$ cat src/rtl/sdu_pkg.sv
// Shared SDU serial definitions: receiver/transmitter state encoding and oversampling constants.
package sdu_pkg;

  typedef enum logic [2:0] {IDLE, START, DATA, STOP, BREAK} rx_state_t;

  localparam int OVERSAMPLE = 16;
  localparam int MID        = 7;

  // Clocks per oversample tick, floored at 1 so slow-clock builds still run.
  function automatic int calc_div(input int clk_hz, input int baud);
    int d;
    d = clk_hz / (baud * OVERSAMPLE);
    return (d < 1) ? 1 : d;
  endfunction

endpackage

$ cat src/rtl/sdu_byte_fifo.sv
// First-word-fall-through byte FIFO; head byte reads as zero while empty.
module sdu_byte_fifo #(
  parameter int DEPTH = 16
) (
  input  logic                     clk,
  input  logic                     rst,
  input  logic                     push,
  input  logic [7:0]               push_data,
  input  logic                     pop,
  output logic [7:0]               rd_data,
  output logic                     empty,
  output logic                     full,
  output logic [$clog2(DEPTH):0]   count
);

  localparam int AW = $clog2(DEPTH);

  logic [7:0]    mem_q [DEPTH];
  logic [AW-1:0] wptr_q, wptr_d;
  logic [AW-1:0] rptr_q, rptr_d;
  logic [AW:0]   count_q, count_d;
  logic          do_push, do_pop;

  assign empty   = (count_q == '0);
  assign full    = (count_q == (AW+1)'(DEPTH));
  assign count   = count_q;
  assign rd_data = empty ? 8'h00 : mem_q[rptr_q];

  // A pop frees a slot in the same cycle, so a push into a full FIFO still lands.
  assign do_pop  = pop && !empty;
  assign do_push = push && (!full || do_pop);

  always_comb begin
    wptr_d  = do_push ? wptr_q + 1'b1 : wptr_q;
    rptr_d  = do_pop  ? rptr_q + 1'b1 : rptr_q;
    count_d = count_q;
    case ({do_push, do_pop})
      2'b10:   count_d = count_q + 1'b1;
      2'b01:   count_d = count_q - 1'b1;
      default: count_d = count_q;
    endcase
  end

  always_ff @(posedge clk) begin
    if (rst) begin
      wptr_q  <= '0;
      rptr_q  <= '0;
      count_q <= '0;
    end else begin
      wptr_q  <= wptr_d;
      rptr_q  <= rptr_d;
      count_q <= count_d;
    end
  end

  always_ff @(posedge clk) begin
    if (do_push) mem_q[wptr_q] <= push_data;
  end

endmodule

$ cat src/rtl/sdu_uart_rx.sv
// SDU serial receive front end: 8N1 at 16x oversampling, false-start and framing rejection,
// received bytes buffered in a FWFT FIFO for the command parser.
module sdu_uart_rx
  import sdu_pkg::*;
#(
  parameter int CLK_HZ     = 100_000_000,
  parameter int BAUD       = 115200,
  parameter int FIFO_DEPTH = 16
) (
  input  logic                          clk,
  input  logic                          rst,
  input  logic                          rxd,
  input  logic                          rd_en,
  output logic [7:0]                    rd_data,
  output logic                          empty,
  output logic                          full,
  output logic [$clog2(FIFO_DEPTH):0]   count,
  output logic                          busy,
  output logic                          frame_err,
  output logic                          overrun
);

  localparam int DIV = calc_div(CLK_HZ, BAUD);
  localparam int TW  = (DIV > 1) ? $clog2(DIV) : 1;

  logic            sync1_q, sync2_q, rxd_s;
  logic [TW-1:0]   tick_cnt_q, tick_cnt_d;
  logic            tick;
  rx_state_t       state_q, state_d;
  logic [3:0]      s_q, s_d;
  logic [2:0]      bit_q, bit_d;
  logic [7:0]      shreg_q, shreg_d;
  logic            frame_err_q, frame_err_d;
  logic            overrun_q, overrun_d;
  logic            push;

  assign rxd_s     = sync2_q;
  assign tick      = (tick_cnt_q == TW'(DIV - 1));
  assign busy      = (state_q != IDLE);
  assign frame_err = frame_err_q;
  assign overrun   = overrun_q;

  always_comb begin
    tick_cnt_d  = tick ? '0 : TW'(tick_cnt_q + 1'b1);
    state_d     = state_q;
    s_d         = s_q;
    bit_d       = bit_q;
    shreg_d     = shreg_q;
    frame_err_d = 1'b0;
    push        = 1'b0;
    case (state_q)
      IDLE: if (!rxd_s) begin
        // Restart the divider so ticks line up with the start edge.
        state_d    = START;
        s_d        = '0;
        tick_cnt_d = '0;
      end
      START: if (tick) begin
        if (s_q == 4'(MID)) begin
          s_d     = '0;
          bit_d   = '0;
          state_d = rxd_s ? IDLE : DATA;
        end else begin
          s_d = s_q + 1'b1;
        end
      end
      DATA: if (tick) begin
        if (s_q == 4'(OVERSAMPLE - 1)) begin
          shreg_d = {rxd_s, shreg_q[7:1]};
          s_d     = '0;
          bit_d   = bit_q + 1'b1;
          if (bit_q == 3'd7) state_d = STOP;
        end else begin
          s_d = s_q + 1'b1;
        end
      end
      STOP: if (tick) begin
        if (s_q == 4'(OVERSAMPLE - 1)) begin
          s_d = '0;
          if (rxd_s) begin
            push    = 1'b1;
            state_d = IDLE;
          end else begin
            frame_err_d = 1'b1;
            state_d     = BREAK;
          end
        end else begin
          s_d = s_q + 1'b1;
        end
      end
      BREAK: if (rxd_s) state_d = IDLE;
      default: state_d = IDLE;
    endcase
    // A concurrent pop makes room, so only a push against a full, unread FIFO is lost.
    overrun_d = push && full && !rd_en;
  end

  always_ff @(posedge clk) begin
    if (rst) begin
      sync1_q     <= 1'b1;
      sync2_q     <= 1'b1;
      tick_cnt_q  <= '0;
      state_q     <= IDLE;
      s_q         <= '0;
      bit_q       <= '0;
      shreg_q     <= '0;
      frame_err_q <= 1'b0;
      overrun_q   <= 1'b0;
    end else begin
      sync1_q     <= rxd;
      sync2_q     <= sync1_q;
      tick_cnt_q  <= tick_cnt_d;
      state_q     <= state_d;
      s_q         <= s_d;
      bit_q       <= bit_d;
      shreg_q     <= shreg_d;
      frame_err_q <= frame_err_d;
      overrun_q   <= overrun_d;
    end
  end

  sdu_byte_fifo #(.DEPTH(FIFO_DEPTH)) u_fifo (
    .clk       (clk),
    .rst       (rst),
    .push      (push),
    .push_data (shreg_d),
    .pop       (rd_en),
    .rd_data   (rd_data),
    .empty     (empty),
    .full      (full),
    .count     (count)
  );

endmodule
$ cat config.mk
export PLATFORM = sky130hd
export DESIGN_NAME = sdu_uart_rx
export DESIGN_NICKNAME = d
export VERILOG_FILES = /design/src/rtl/sdu_pkg.sv /design/src/rtl/sdu_byte_fifo.sv /design/src/rtl/sdu_uart_rx.sv
export SDC_FILE = /design/constraint.sdc
export NUM_CORES = 1
export LEC_CHECK = 0
export BUFFER_PORTS_ARGS = -buffer_cell sky130_fd_sc_hd__buf_2
export CORE_MARGIN = 8
export CORE_UTILIZATION = 30
export CTS_CLUSTER_SIZE = 20
export DETAILED_ROUTE_END_ITERATION = 10
export GPL_TIMING_DRIVEN = 0
export PLACE_DENSITY = 0.5
export SKIP_CTS_REPAIR_TIMING = 1
export SLEW_MARGIN = 20
export SYNTH_ARGS = -nofsm -noshare
export SYNTH_HDL_FRONTEND = slang
export SYNTH_SLANG_ARGS = --single-unit
$ cat constraint.sdc
create_clock -name clk -period 3.44 [get_ports clk]
set_clock_uncertainty 0.05 [all_clocks]
set_input_delay 0.344 -clock clk [delete_from_list [all_inputs] [get_ports clk]]
set_output_delay 0.344 -clock clk [all_outputs]
set_load 0.01 [all_outputs]
==> impl_metrics.xml, run 1 <==
<?xml version="1.0" encoding="UTF-8"?>
<metrics>
  <group name="outcome">
    <metric name="status" unit="">completed</metric>
  </group>
  <group name="min_path">
    <metric name="min_delay_path_depth" unit="">2</metric>
    <metric name="hold_class" unit="">input port to register</metric>
    <metric name="worst_hold_startpoint" unit="">rxd</metric>
    <metric name="holdPathEnd" unit="">sync1_q$_SDFF_PP1_</metric>
  </group>
  <group name="critical_path">
    <metric name="worst_ep_arrival_time" unit="ps">2780</metric>
    <metric name="critPathMaxFanout" unit="">10</metric>
    <metric name="r2r_slack" unit="ps">290</metric>
    <metric name="worst_r2r_path_depth" unit="">14</metric>
    <metric name="kind_of_end_point_of_the_critical_path" unit="">output port</metric>
    <metric name="cp.required" unit="ps">3050</metric>
    <metric name="worst_setup_start_kind" unit="">register</metric>
    <metric name="worst_r2r_endpoint" unit="">u_fifo.count[4]$_SDFFE_PP0P_</metric>
    <metric name="r2r_start" unit="">u_fifo.count[1]$_SDFFE_PP0P_</metric>
    <metric name="worstSetupPathType" unit="">register to output port</metric>
  </group>
  <group name="floorplan">
    <metric name="floorplan_die_area" unit="mm^2">0.0296</metric>
    <metric name="core_region_area" unit="mm^2">0.0241</metric>
    <metric name="start_util" unit="">0.303</metric>
    <metric name="num_io_pins" unit="">22</metric>
    <metric name="die_height" unit="um">172</metric>
    <metric name="fp-row-count" unit="">57</metric>
    <metric name="die_width" unit="um">172</metric>
  </group>
  <group name="synth">
    <metric name="synthTopCellsByArea" unit="">edfxtp_1 53%, dfxtp_1 12%, mux4_2 9.9%</metric>
    <metric name="syn-mean-instance-area" unit="um^2">15.3</metric>
    <metric name="fraction_of_the_yosys_area_taken_by_sequential_cells" unit="">0.650</metric>
    <metric name="ys_dominant_reg_cell" unit="">edfxtp_1</metric>
    <metric name="synthTopCellsByCount" unit="">128 x edfxtp_1, 45 x dfxtp_1, 32 x mux4_2</metric>
    <metric name="post-synth-top-area-fraction" unit="">0.527</metric>
    <metric name="post_synth_instance_area" unit="mm^2">0.00730</metric>
    <metric name="number_of_register_bits_inferred_by_synthesis" unit="">173</metric>
    <metric name="postSynth.asyncResetShare" unit="">0</metric>
    <metric name="number_of_distinct_library_cells_after_synthesis" unit="">50</metric>
    <metric name="synthMostInstantiatedCell" unit="">edfxtp_1</metric>
    <metric name="synthCells" unit="">476</metric>
    <metric name="syn_nets" unit="">493</metric>
    <metric name="post-synth-top-area-cell" unit="">edfxtp_1</metric>
    <metric name="synth_warnings" unit="">0</metric>
    <metric name="count_of_flip_flops_with_a_built_in_enable_after_synthesis" unit="">128</metric>
  </group>
  <group name="placed_design">
    <metric name="globalplace.congestion" unit="">0.807</metric>
    <metric name="io_buffers" unit="">21</metric>
    <metric name="placement.setup.worst_slack" unit="ps">-124</metric>
    <metric name="place_area" unit="mm^2">0.00781</metric>
    <metric name="dp_hpwl" unit="um">10500</metric>
    <metric name="placedCellCount" unit="">821</metric>
  </group>
  <group name="clocking">
    <metric name="clkLatencyLatePin" unit="ps">430</metric>
    <metric name="numClockSinks" unit="">173</metric>
    <metric name="cts_tree" unit="">done</metric>
    <metric name="cts.reportedPaths.clkPinSlew" unit="ps">60</metric>
    <metric name="cts-root-to-sink-buffers" unit="">2</metric>
    <metric name="ctsHtreeMaxLevel" unit="">4</metric>
    <metric name="ctsRootBufferMaster" unit="">clkbuf_16</metric>
    <metric name="numCtsBuffers" unit="">17</metric>
  </group>
  <group name="drt">
    <metric name="via_total_after_detailed_routing" unit="">4146</metric>
    <metric name="drtAntennaViolNets" unit="">0</metric>
    <metric name="dr.pass1.iters" unit="">4</metric>
    <metric name="avgRoutedWirePerCell" unit="um">18.4</metric>
    <metric name="detailedRoute.firstIterationViolations" unit="">297</metric>
    <metric name="viasPerCell" unit="">4.86</metric>
    <metric name="drc_errors" unit="">0</metric>
    <metric name="route.final.wire_length" unit="um">15700</metric>
  </group>
  <group name="timing">
    <metric name="final_critical_path_setup_slack" unit="ps">268</metric>
    <metric name="fin_crit_sh" unit="">0.922</metric>
    <metric name="finalCriticalPeriod" unit="ps">3170</metric>
    <metric name="setup_repair_after_global_routing_missed_its_margin" unit="">false</metric>
    <metric name="slew_headroom" unit="">0.382</metric>
    <metric name="worst_slack_on_hold_paths" unit="ps">58.8</metric>
    <metric name="finalMaxSlewViolations" unit="">0</metric>
    <metric name="final_hold_viol_count" unit="">0</metric>
    <metric name="fmax" unit="GHz">0.315</metric>
    <metric name="worst_pin_slew" unit="ps">926</metric>
    <metric name="setup_viol" unit="">0</metric>
  </group>
  <group name="global_routing">
    <metric name="grt_remaining_overflow" unit="">0</metric>
    <metric name="wire_length_of_the_first_global_routing_pass" unit="um">24600</metric>
    <metric name="grt_antenna_before_repair" unit="">0</metric>
    <metric name="first_global_vias" unit="">4292</metric>
    <metric name="grt_start_max_net_pins" unit="">18</metric>
    <metric name="globalRouteTotalUtil" unit="">0.114</metric>
  </group>
  <group name="cells_and_area">
    <metric name="number_of_diodes" unit="">0</metric>
    <metric name="postLayoutCellArea" unit="mm^2">0.00844</metric>
    <metric name="post_route_cells_drive_above_1_share" unit="">0.227</metric>
    <metric name="nets" unit="">533</metric>
    <metric name="area_growth" unit="%">15.7</metric>
    <metric name="finalNonFillerCells" unit="">853</metric>
    <metric name="final_core_util" unit="">0.350</metric>
  </group>
  <group name="power_and_ir_drop">
    <metric name="p_sw_frac" unit="">0.249</metric>
    <metric name="power_report.internal_total" unit="mW">3.61</metric>
    <metric name="power.ir.vdd_worst" unit="mV">0.305</metric>
    <metric name="leakage" unit="nW">3.17</metric>
    <metric name="p_comb_frac" unit="">0.114</metric>
    <metric name="power-per-cell-area" unit="mW/mm^2">570</metric>
    <metric name="sequentialPowerShare" unit="">0.472</metric>
    <metric name="power.switching" unit="mW">1.20</metric>
    <metric name="share_clk_of_total_power" unit="">0.414</metric>
  </group>
  <group name="job">
    <metric name="maxCapViolCount" unit="">0</metric>
  </group>
</metrics>
==> stage by stage <==
stage,total power [mW],setup TNS (ps)
after floorplan,2.71,0
after global placement,2.85,-110
after detailed placement,2.86,-124
after CTS,4.85,-221
after global routing,5.01,0
final,4.81,0
==> layout make-up <==
class	count	area (um^2)
timing repair buffer	22	113
fill	2366	15700
tap	324	405
clock inverter	14	188
multi-input combinational	264	2390
clock buffer	18	429
sequential	173	4740
buffer	28	136
inverter	10	37.5
==> logic make-up (layout without fill, tap and decap cells) <==
| group | after synthesis | in the layout | share of synthesized area |
|---|---|---|---|
| multiplexers | 58 | 58 | 0.137 |
| XOR/XNOR | 11 | 11 | 0.0132 |
| AO/OA/AOI/OAI | 43 | 43 | 0.0417 |
| flip-flops | 173 | 173 | 0.650 |
| adder cells (fa/ha/maj) | 13 | 13 | 0.0223 |
| AND/OR/NAND/NOR | 139 | 139 | 0.112 |
| buffers and inverters | 39 | 92 | 0.0244 |
==> power groups by stage <==
stage	combinational [mW]	sequential (mW)	clock, mW
6_report	0.550	2.27	1.99
2_1_floorplan	0.395	2.31	0
5_1_grt	0.606	2.28	2.12
3_3_place_gp	0.540	2.31	0
4_1_cts	0.546	2.27	2.03
3_5_place_dp	0.544	2.32	0
==> worst max path at each step <==
stage | to | depth (start not counted) | slack, ps
after CTS | u_fifo.count[4]$_SDFFE_PP0P_ | 14 | -190
final | rd_data[2] | 7 | 270
after detailed placement | u_fifo.count[4]$_SDFFE_PP0P_ | 14 | -120
after global routing | u_fifo.count[4]$_SDFFE_PP0P_ | 14 | 60
after floorplan | u_fifo.count[4]$_SDFFE_PP0P_ | 15 | 290
after global placement | u_fifo.count[4]$_SDFFE_PP0P_ | 14 | -110
==> metal layers <==
metal	part of all wire	vias to the layer above	GRT usage
met5	0	-	0
met4	0.0065	0	0.0356
met3	0.052	10	0.0320
met2	0.48	105	0.185
met1	0.46	2108	0.145
li1	-	1923	-
==> state kept, by name, summed over array words and instances, names as in the netlist, 3 cells and up, named ones only <==
| register | count |
|---|---|
| u_fifo.mem_q | 128 |
| shreg_q | 8 |
| s_q | 4 |
| state_q | 3 |
| u_fifo.count | 5 |
| u_fifo.rptr_q | 4 |
| bit_q | 3 |
| u_fifo.wptr_q | 4 |
| tick_cnt_q | 6 |
==> critical path, stage by stage (launching register included) <==
cell      delay, ps
dfxtp_1         300
clkbuf_1        310
buf_1           560
mux4_2          440
nor2b_1         150
a211oi_1        300
a211oi_1         90
buf_2           190
==> cell usage in the layout, fill, tap and decap left out, drive strengths merged, types with 6 or more instances in the layout <==
| cell | count |
|---|---|
| mux2i | 14 |
| clkbuf | 33 |
| ha | 13 |
| a21oi | 6 |
| dfxtp | 45 |
| a211oi | 17 |
| mux2 | 12 |
| inv | 14 |
| and3 | 18 |
| nand2 | 12 |
| nand3 | 9 |
| xor2 | 8 |
| buf | 35 |
| nor2 | 30 |
| edfxtp | 128 |
| mux4 | 32 |
| nor4 | 9 |
| nor2b | 27 |
Power figures use the tool's default switching activity.
==> run 2, diff against run 1 <==
CORE_MARGIN = 2   (was 8)
PLACE_DENSITY = 0.46   (was 0.5)
==> impl_metrics.xml, run 2 (synthesis gave the netlist of run 1 again) <==
<?xml version="1.0" encoding="UTF-8"?>
<metrics>
  <group name="cells_and_area">
    <metric name="largest_register_ffs" unit="">128</metric>
    <metric name="number_of_diodes" unit="">0</metric>
    <metric name="postLayoutCellArea" unit="mm^2">0.00842</metric>
    <metric name="area_growth" unit="%">15.4</metric>
    <metric name="regMostFlops" unit="">u_fifo.mem_q</metric>
    <metric name="biggestRegsByFlops" unit="">u_fifo.mem_q x128, shreg_q x8, tick_cnt_q x6</metric>
    <metric name="layout_common_cells" unit="">128 x edfxtp_1, 45 x dfxtp_1, 32 x mux4_2, 30 x nor2_1, 28 x buf_2</metric>
    <metric name="final_core_util" unit="">0.349</metric>
    <metric name="mostFrequentLayoutCell" unit="">edfxtp_1</metric>
    <metric name="post_route_cells_drive_above_1_share" unit="">0.229</metric>
    <metric name="final.fill_count" unit="">2430</metric>
    <metric name="nets" unit="">536</metric>
  </group>
  <group name="min_path">
    <metric name="hold_class" unit="">input port to register</metric>
  </group>
  <group name="critical_path">
    <metric name="worst_path_most_repeated_cell" unit="">buf_6</metric>
    <metric name="worstSetupPathType" unit="">register to register</metric>
    <metric name="worst_ep_arrival_time" unit="ps">3510</metric>
    <metric name="cell_with_the_biggest_individual_delay_on_the_critical_path" unit="">or4_4</metric>
    <metric name="kind_of_end_point_of_the_critical_path" unit="">register</metric>
    <metric name="crit_family" unit="">simple AND/OR/NAND/NOR gates</metric>
    <metric name="worst_path_cell_chain" unit="">buf_6 &gt; or4_4 &gt; buf_6 &gt; nor3_4 &gt; nor4b_4 &gt; buf_4 &gt; buf_6 &gt; inv_2 &gt; ha_4 &gt; xor2_1 &gt; ha_1 &gt; nor2b_1 &gt; o32ai_2 &gt; mux2i_1 &gt; o2111ai_1</metric>
    <metric name="timing.critical_path.buf_inv" unit="">5</metric>
    <metric name="cp.required" unit="ps">3670</metric>
    <metric name="critPathMaxFanout" unit="">10</metric>
    <metric name="worst_setup_start_kind" unit="">register</metric>
    <metric name="timing.critical_path.slowest_cell_delay" unit="ps">510</metric>
  </group>
  <group name="clocking">
    <metric name="ctsRootBufferMaster" unit="">clkbuf_16</metric>
    <metric name="ctsHtreeMaxLevel" unit="">4</metric>
    <metric name="numCtsBuffers" unit="">17</metric>
    <metric name="numClockSinks" unit="">173</metric>
    <metric name="cts-root-to-sink-buffers" unit="">2</metric>
    <metric name="cts.reportedPaths.clkPinSlew" unit="ps">70</metric>
    <metric name="clkLatencyLatePin" unit="ps">430</metric>
    <metric name="cts_tree" unit="">done</metric>
  </group>
  <group name="timing">
    <metric name="final_hold_viol_count" unit="">0</metric>
    <metric name="final_critical_path_setup_slack" unit="ps">157</metric>
    <metric name="fin_setup_tns" unit="ps">0</metric>
    <metric name="worst_slack_on_hold_paths" unit="ps">61.8</metric>
    <metric name="finalMaxSlewViolations" unit="">0</metric>
    <metric name="fmax" unit="GHz">0.305</metric>
    <metric name="setup_repair_after_global_routing_missed_its_margin" unit="">false</metric>
    <metric name="slew_headroom" unit="">0.372</metric>
    <metric name="worst_pin_slew" unit="ps">934</metric>
    <metric name="fin_crit_sh" unit="">0.955</metric>
    <metric name="setup_viol" unit="">0</metric>
    <metric name="finalCriticalPeriod" unit="ps">3280</metric>
  </group>
  <group name="placed_design">
    <metric name="dp_hpwl" unit="um">10200</metric>
    <metric name="io_buffers" unit="">21</metric>
    <metric name="globalplace.congestion" unit="">0.752</metric>
    <metric name="placement.setup.worst_slack" unit="ps">-178</metric>
    <metric name="place_area" unit="mm^2">0.00781</metric>
  </group>
  <group name="power_and_ir_drop">
    <metric name="leakage" unit="nW">3.17</metric>
    <metric name="power-per-cell-area" unit="mW/mm^2">557</metric>
    <metric name="power.ir.vdd_worst" unit="mV">0.316</metric>
  </group>
  <group name="global_routing">
    <metric name="first_global_vias" unit="">4075</metric>
    <metric name="wire_length_of_the_first_global_routing_pass" unit="um">23400</metric>
    <metric name="grt_antenna_before_repair" unit="">0</metric>
    <metric name="grt_start_max_net_pins" unit="">19</metric>
    <metric name="globalRouteTotalUtil" unit="">0.123</metric>
    <metric name="grt_remaining_overflow" unit="">0</metric>
  </group>
  <group name="drt">
    <metric name="drtAntennaViolNets" unit="">0</metric>
    <metric name="route.final.wire_length" unit="um">15200</metric>
    <metric name="avgRoutedWirePerCell" unit="um">17.7</metric>
    <metric name="drc_errors" unit="">0</metric>
    <metric name="dr.pass1.iters" unit="">6</metric>
    <metric name="via_total_after_detailed_routing" unit="">4069</metric>
    <metric name="viasPerCell" unit="">4.75</metric>
    <metric name="detailedRoute.firstIterationViolations" unit="">254</metric>
  </group>
  <group name="floorplan">
    <metric name="fp-row-count" unit="">57</metric>
    <metric name="die_height" unit="um">160</metric>
    <metric name="core_region_area" unit="mm^2">0.0241</metric>
    <metric name="start_util" unit="">0.303</metric>
    <metric name="floorplan_die_area" unit="mm^2">0.0256</metric>
    <metric name="die_width" unit="um">160</metric>
    <metric name="num_io_pins" unit="">22</metric>
  </group>
  <group name="job">
    <metric name="maxCapViolCount" unit="">0</metric>
  </group>
  <group name="outcome">
    <metric name="status" unit="">completed</metric>
  </group>
</metrics>
==> run 2: worst paths after layout <==
check | cells past startpoint | end | start | slack (ps)
worst max register to register | 15 | u_fifo.count[4]$_SDFFE_PP0P_ | u_fifo.count[1]$_SDFFE_PP0P_ | 160
worst min register to register | 1 | rxd_s$_SDFF_PP1_ | sync1_q$_SDFF_PP1_ | 370
worst min-delay path | 2 | sync1_q$_SDFF_PP1_ | rxd | 60
worst max-delay path | 15 | u_fifo.count[4]$_SDFFE_PP0P_ | u_fifo.count[1]$_SDFFE_PP0P_ | 160
==> run 2: layout make-up <==
| class | instances | area [um^2] | share of cell area |
|---|---|---|---|
| sequential | 173 | 4740 | 0.563 |
| multi-input combinational | 264 | 2390 | 0.284 |
| clock buffer | 17 | 425 | 0.0505 |
| tap | 324 | 405 | 0.0481 |
| clock inverter | 15 | 141 | 0.0168 |
| buffer | 28 | 136 | 0.0162 |
| timing repair buffer | 25 | 135 | 0.0160 |
| inverter | 10 | 37.5 | 0.00446 |
==> run 2: stage by stage <==
step	power, mW	std cells
6_report	4.69	856
5_1_grt	4.90	856
4_1_cts	4.72	853
3_5_place_dp	2.87	821
3_3_place_gp	2.86	821
2_1_floorplan	2.71	476
==> run 2: layer usage <==
metal	wire length [um]	track usage	vias up
met5	0	0	-
met4	70	0.0307	0
met3	532	0.0343	9
met2	7470	0.200	63
met1	7120	0.165	2064
li1	-	-	1933
==> run 2: power breakdown <==
| part | internal (mW) | switching (mW) |
|---|---|---|
| Combinational | 0.231 | 0.350 |
| Clock | 0.964 | 0.879 |
| Sequential | 2.24 | 0.0271 |
